--- src/rtl/count_seg_display.sv ---
// count_seg_display
//   Consumes the 4-bit counter's result bus. It checks that successive samples step by
//   +1 mod 16 and counts 15->0 wraps. It scans cur, the wrap count and the status onto a
//   4-digit active-low seven-segment display.
//
//   Build option: define SEQ_CHECK_EN to enable step checking (err, 'E' on digit 3).
//   Without it, err is tied low and digit 3 stays blank. Wrap counting is always active.
//
// Ports:
//   clk       in   system clock, rising edge
//   reset     in   asynchronous, active-low reset
//   count_in  in   [3:0] count value from the counter's result bus
//   load      in   sample strobe; count_in captured on rising clk with load=1
//   seg       out  [6:0] active-low segments, seg[0]=a .. seg[6]=g
//   an        out  [3:0] active-low digit enables, an[0] = rightmost digit
//   dp        out  active-low decimal point (lit on digit 2 once wraps overflowed)
//   wraps     out  [7:0] number of 15->0 wraps seen, mod 256
//   err       out  sticky sequence-error flag
module count_seg_display #(
    parameter int unsigned REFRESH_CYCLES = 4
) (
    input  logic       clk,
    input  logic       reset,
    input  logic [3:0] count_in,
    input  logic       load,
    output logic [6:0] seg,
    output logic [3:0] an,
    output logic       dp,
    output logic [7:0] wraps,
    output logic       err
);

    localparam int unsigned CntW = (REFRESH_CYCLES > 1) ? $clog2(REFRESH_CYCLES) : 1;
    localparam logic [CntW-1:0] RefreshLast = CntW'(REFRESH_CYCLES - 1);

    typedef enum logic [1:0] {StDig0, StDig1, StDig2, StDig3} scan_e;

    function automatic logic [6:0] hex_seg(input logic [3:0] v);
        logic [6:0] s;
        case (v)
            4'h0:    s = 7'b1000000;
            4'h1:    s = 7'b1111001;
            4'h2:    s = 7'b0100100;
            4'h3:    s = 7'b0110000;
            4'h4:    s = 7'b0011001;
            4'h5:    s = 7'b0010010;
            4'h6:    s = 7'b0000010;
            4'h7:    s = 7'b1111000;
            4'h8:    s = 7'b0000000;
            4'h9:    s = 7'b0010000;
            4'hA:    s = 7'b0001000;
            4'hB:    s = 7'b0000011;
            4'hC:    s = 7'b1000110;
            4'hD:    s = 7'b0100001;
            4'hE:    s = 7'b0000110;
            default: s = 7'b0001110;
        endcase
        return s;
    endfunction

    // ---------------- capture path ----------------
    logic [3:0] cur_q;
    logic [7:0] wraps_q;
    logic       primed_q;
    logic       wrap_ovf_q;
    logic       is_wrap;

    // The first sample after reset has no predecessor, so it can never count as a wrap.
    assign is_wrap = primed_q && (cur_q == 4'hF) && (count_in == 4'h0);

    always_ff @(posedge clk or negedge reset) begin
        if (!reset) begin
            cur_q      <= 4'h0;
            wraps_q    <= 8'h00;
            primed_q   <= 1'b0;
            wrap_ovf_q <= 1'b0;
        end else if (load) begin
            cur_q    <= count_in;
            primed_q <= 1'b1;
            if (is_wrap) begin
                wraps_q <= wraps_q + 8'd1;
                if (wraps_q == 8'hFF) begin
                    wrap_ovf_q <= 1'b1;
                end
            end
        end
    end

    assign wraps = wraps_q;

`ifdef SEQ_CHECK_EN
    logic err_q;
    logic seq_bad;

    // A repeat and a +1 step (which includes F->0) are legal. Anything else is an error.
    assign seq_bad = primed_q && (count_in != cur_q) && (count_in != 4'(cur_q + 4'd1));

    always_ff @(posedge clk or negedge reset) begin
        if (!reset) begin
            err_q <= 1'b0;
        end else if (load && seq_bad) begin
            err_q <= 1'b1;
        end
    end

    assign err = err_q;
`else
    assign err = 1'b0;
`endif

    // ---------------- scan FSM ----------------
    scan_e            state_q, state_d;
    logic [CntW-1:0]  refresh_q, refresh_d;

    always_ff @(posedge clk or negedge reset) begin
        if (!reset) begin
            state_q   <= StDig0;
            refresh_q <= '0;
        end else begin
            state_q   <= state_d;
            refresh_q <= refresh_d;
        end
    end

    always_comb begin
        state_d   = state_q;
        refresh_d = refresh_q + CntW'(1);
        an        = 4'b1110;
        seg       = 7'b1111111;
        dp        = 1'b1;

        if (refresh_q == RefreshLast) begin
            refresh_d = '0;
            unique case (state_q)
                StDig0:  state_d = StDig1;
                StDig1:  state_d = StDig2;
                StDig2:  state_d = StDig3;
                default: state_d = StDig0;
            endcase
        end

        // Display is a pure decode of registered state, so a capture shows up immediately.
        unique case (state_q)
            StDig0: begin
                an  = 4'b1110;
                seg = hex_seg(cur_q);
            end
            StDig1: begin
                an  = 4'b1101;
                seg = hex_seg(wraps_q[3:0]);
            end
            StDig2: begin
                an  = 4'b1011;
                seg = hex_seg(wraps_q[7:4]);
                dp  = ~wrap_ovf_q;
            end
            default: begin
                an  = 4'b0111;
                seg = err ? 7'b0000110 : 7'b1111111;
            end
        endcase
    end

endmodule

--- config.mk ---
export PLATFORM = sky130hd
export DESIGN_NAME = count_seg_display
export DESIGN_NICKNAME = d
export VERILOG_FILES = /design/src/rtl/count_seg_display.sv
export SDC_FILE = /design/constraint.sdc
export NUM_CORES = 1
export LEC_CHECK = 0
export ABC_AREA = 1
export BUFFER_PORTS_ARGS = -buffer_cell sky130_fd_sc_hd__buf_2
export CAP_MARGIN = 20
export CORE_MARGIN = 1.5
export CORE_UTILIZATION = 45
export DETAILED_ROUTE_END_ITERATION = 6
export GPL_TIMING_DRIVEN = 0
export PLACE_DENSITY = 0.73
export SYNTH_ARGS = -nofsm -noshare
export SYNTH_HDL_FRONTEND = slang
export SYNTH_SLANG_ARGS = --single-unit
--- constraint.sdc ---
create_clock -name clk -period 2.6 [get_ports clk]
set_clock_uncertainty 0.15 [all_clocks]
set_input_delay 0.78 -clock clk [delete_from_list [all_inputs] [get_ports clk]]
set_output_delay 0.78 -clock clk [all_outputs]
set_load 0.005 [all_outputs]
==> results.cfg <==
[die]
initial_core_util = 0.468
io_pins = 28
placementRows = 23
design.core.area_um2 = 4000
dieWidth_um = 67.5
die_height_um = 67.5
dieArea_um2 = 4560

[placement]
finalWeightedCongestion = 0.873
post-dp-hpwl_mm = 3.17
io_buffer_count = 26

[cells_and_area]
drive_above_1_share = 0.314
syn2layout_area_growth_pct = 26.5
n_antenna_cell = 0
fin_nets = 359

[cts]
cts_made_buffers = 3
cts_root_buf = clkbuf_8
clkTransAtPathRegs_ps = 80
cts_buffer_depth = 2
hold_buffers = 0
clk_latency_ps = 260
clock-sinks = 18
htreeDepth = 1
cts_tree = built

[synthesis]
ys.flop_type = dfrtp_1
synth_edf_count = 0
synth_fp_nets = 315
syn_area_um2 = 1870
synth_most_common_cell = nand2_1
async_flop_share = 1.00
ys_types = 26
synth.avg_cell_area_um2 = 6.71
yosysSeqAreaShare = 0.241
synth_top_area_share = 0.241
synth_area_leaders = dfrtp_1 (24%), ha_1 (19%), nand2_1 (18%)
synth-seq-cells = 18
synth_cells = 279
ys_top_cells_by_count = nand2_1 (92), inv_1 (34), ha_1 (29)
ys_warn_count = 0
yosys.area.top_type = dfrtp_1

[status]
status = completed

[detailed_routing]
ant_nets = 0
routed_wl_mm = 4.45
drtIter0Drc = 116
wl_per_cell_um = 12.0
drc_errors = 0
first_pass_iters = 4
viasPerCell = 4.98
vias = 1852

[sta]
setup_viol = 0
setup_tns_ps = 0
finalHoldWorstSlack_ps = 277
finalHoldViolCount = 0
grt_setup_unrepaired = true
fin_crit_sh = 0.977
slew_violations = 0
max_freq_ghz = 0.393
fin_crit_ps = 2540

[global_routing]
overflow = 0
grt_pass1_vias = 1509
track_usage = 0.193
antenna_found_initial = 0
grt_pass1_wl_mm = 6.73
grt_max_degree = 19

[pwr]
power_frac_clock = 0.296
p_comb_frac = 0.328
p_sw_mw = 0.279
p_per_area_nw_per_um2 = 345
sw_frac_of_total = 0.341
leakagePower_nw = 1.18
cell_internal_pwr_mw = 0.539
power_frac_seq = 0.376
vdd_drop_max_mv = 0.225

[critical_path]
reg2reg_to = wraps[2]
critical_path_arrival_ps = 1610
critPathLaunchType = flop
crit_required_ps = 1670
path_max_fanout = 6
reg2reg_from = cur_q[0]
crit_start = wraps[4]
critPathKind = flop to output pin
reg2reg_depth = 6
r2r_slack_ps = 1110
crit_path_end = seg[4]
end_kind = output pin

[worst_hold_path]
hold_path_class = flop to flop
whs_path_depth = 1

[run]
drv_cap = 0
[how the worst min path moves through the flow]
stage | startpoint | endpoint | slack, ps
6_report | refresh_q[0] | refresh_q[0] | 280
3_3_place_gp | refresh_q[0] | refresh_q[0] | 270
3_5_place_dp | refresh_q[0] | refresh_q[0] | 270
2_1_floorplan | refresh_q[0] | refresh_q[0] | 250
5_1_grt | refresh_q[0] | refresh_q[0] | 290
4_1_cts | refresh_q[0] | refresh_q[0] | 280
[kinds of logic (layout without fill, tap and decap cells)]
| family | count (synthesis) | in the layout | synth area share |
|---|---|---|---|
| buffers and inverters | 45 | 88 | 0.104 |
| adders and majority gates | 29 | 29 | 0.194 |
| xor gates and xnor gates | 2 | 2 | 0.00936 |
| DFF | 18 | 18 | 0.241 |
| other | 1 | 1 | 0.00200 |
| AOI/OAI and AO/OA | 38 | 38 | 0.107 |
| and+or+nand+nor | 146 | 146 | 0.343 |
[layout make-up]
class                   instances  area (µm²)
fillers                       384        1630
multi-input cells             216        1350
flip-flops and latches         18         458
repair buffers                 40         243
inverters                      36         148
well taps                      50        62.6
plain buffers                   8        56.3
clock buffers                   4        55.1
[timing repair]
action	in CTS	in global routing
buffers inserted	3	11
endpoints found under the setup margin	7	7
gates resized for setup	17	41
pin swaps	0	4
endpoints found under the hold margin	0	0
[layer usage]
layer,vias to the layer above,GRT usage,share of wire
li1,959,-,-
met1,851,0.261,0.45
met2,36,0.324,0.51
met3,6,0.0167,0.031
met4,0,0.0612,0.013
met5,-,0,0
[power groups by stage]
stage          sequential, mW  combinational [mW]  clock, mW
2_1_floorplan           0.309               0.158          0
6_report                0.308               0.268      0.242
5_1_grt                 0.310               0.305      0.258
3_5_place_dp            0.312               0.226          0
3_3_place_gp            0.311               0.225          0
4_1_cts                 0.306               0.237      0.247
[through the flow]
step                      instance area [µm²]  utilization  total power [mW]  setup WS (ps)  cells
final                                    2370        0.592             0.818           58.5    372
after global routing                     2370        0.592             0.873          -46.5    372
after CTS                                2170        0.543             0.790          0.138    361
after detailed placement                 2060        0.516             0.538           34.8    355
after global placement                   2060        0.516             0.536           60.6    355
after floorplan                          1870            -             0.468            377    279
[registers in the layout (all words and copies together), names as in the netlist]
name,cells
refresh_q,2
primed_q,1
cur_q,4
wrap_ovf_q,1
wraps,8
state_q,2
[cells in the final DEF, fill, tap and decap left out]
cell type / n
ha_4: 6
clkbuf_1: 1
inv_4: 5
nand3_2: 1
o21ai_2: 3
or2_2: 1
conb_1: 1
xor2_1: 2
nand2_4: 1
nor3_4: 1
nor3_1: 2
buf_6: 4
nand4_1: 1
buf_4: 14
a21oi_1: 8
ha_2: 5
o211ai_1: 1
inv_2: 9
inv_1: 22
ha_1: 18
a21boi_1: 2
nand3_4: 1
nor2_1: 22
o21ai_0: 16
nor2_2: 2
nor2_4: 3
a21boi_0: 1
dfrtp_1: 12
a21oi_2: 1
buf_2: 29
nand3_1: 19
nand2_1: 87
dfrtp_2: 6
clkbuf_8: 4
nand2_2: 5
o21ai_1: 6
[worst max-delay path: stages, from the launching register on]
cell	delay, ps
dfrtp_2	480
inv_4	120
ha_1	150
nand2_1	60
a21oi_2	150
nor2_2	70
nor2_2	140
nand2_1	60
buf_2	120
No activity file was read; power rests on OpenSTA's default activity.
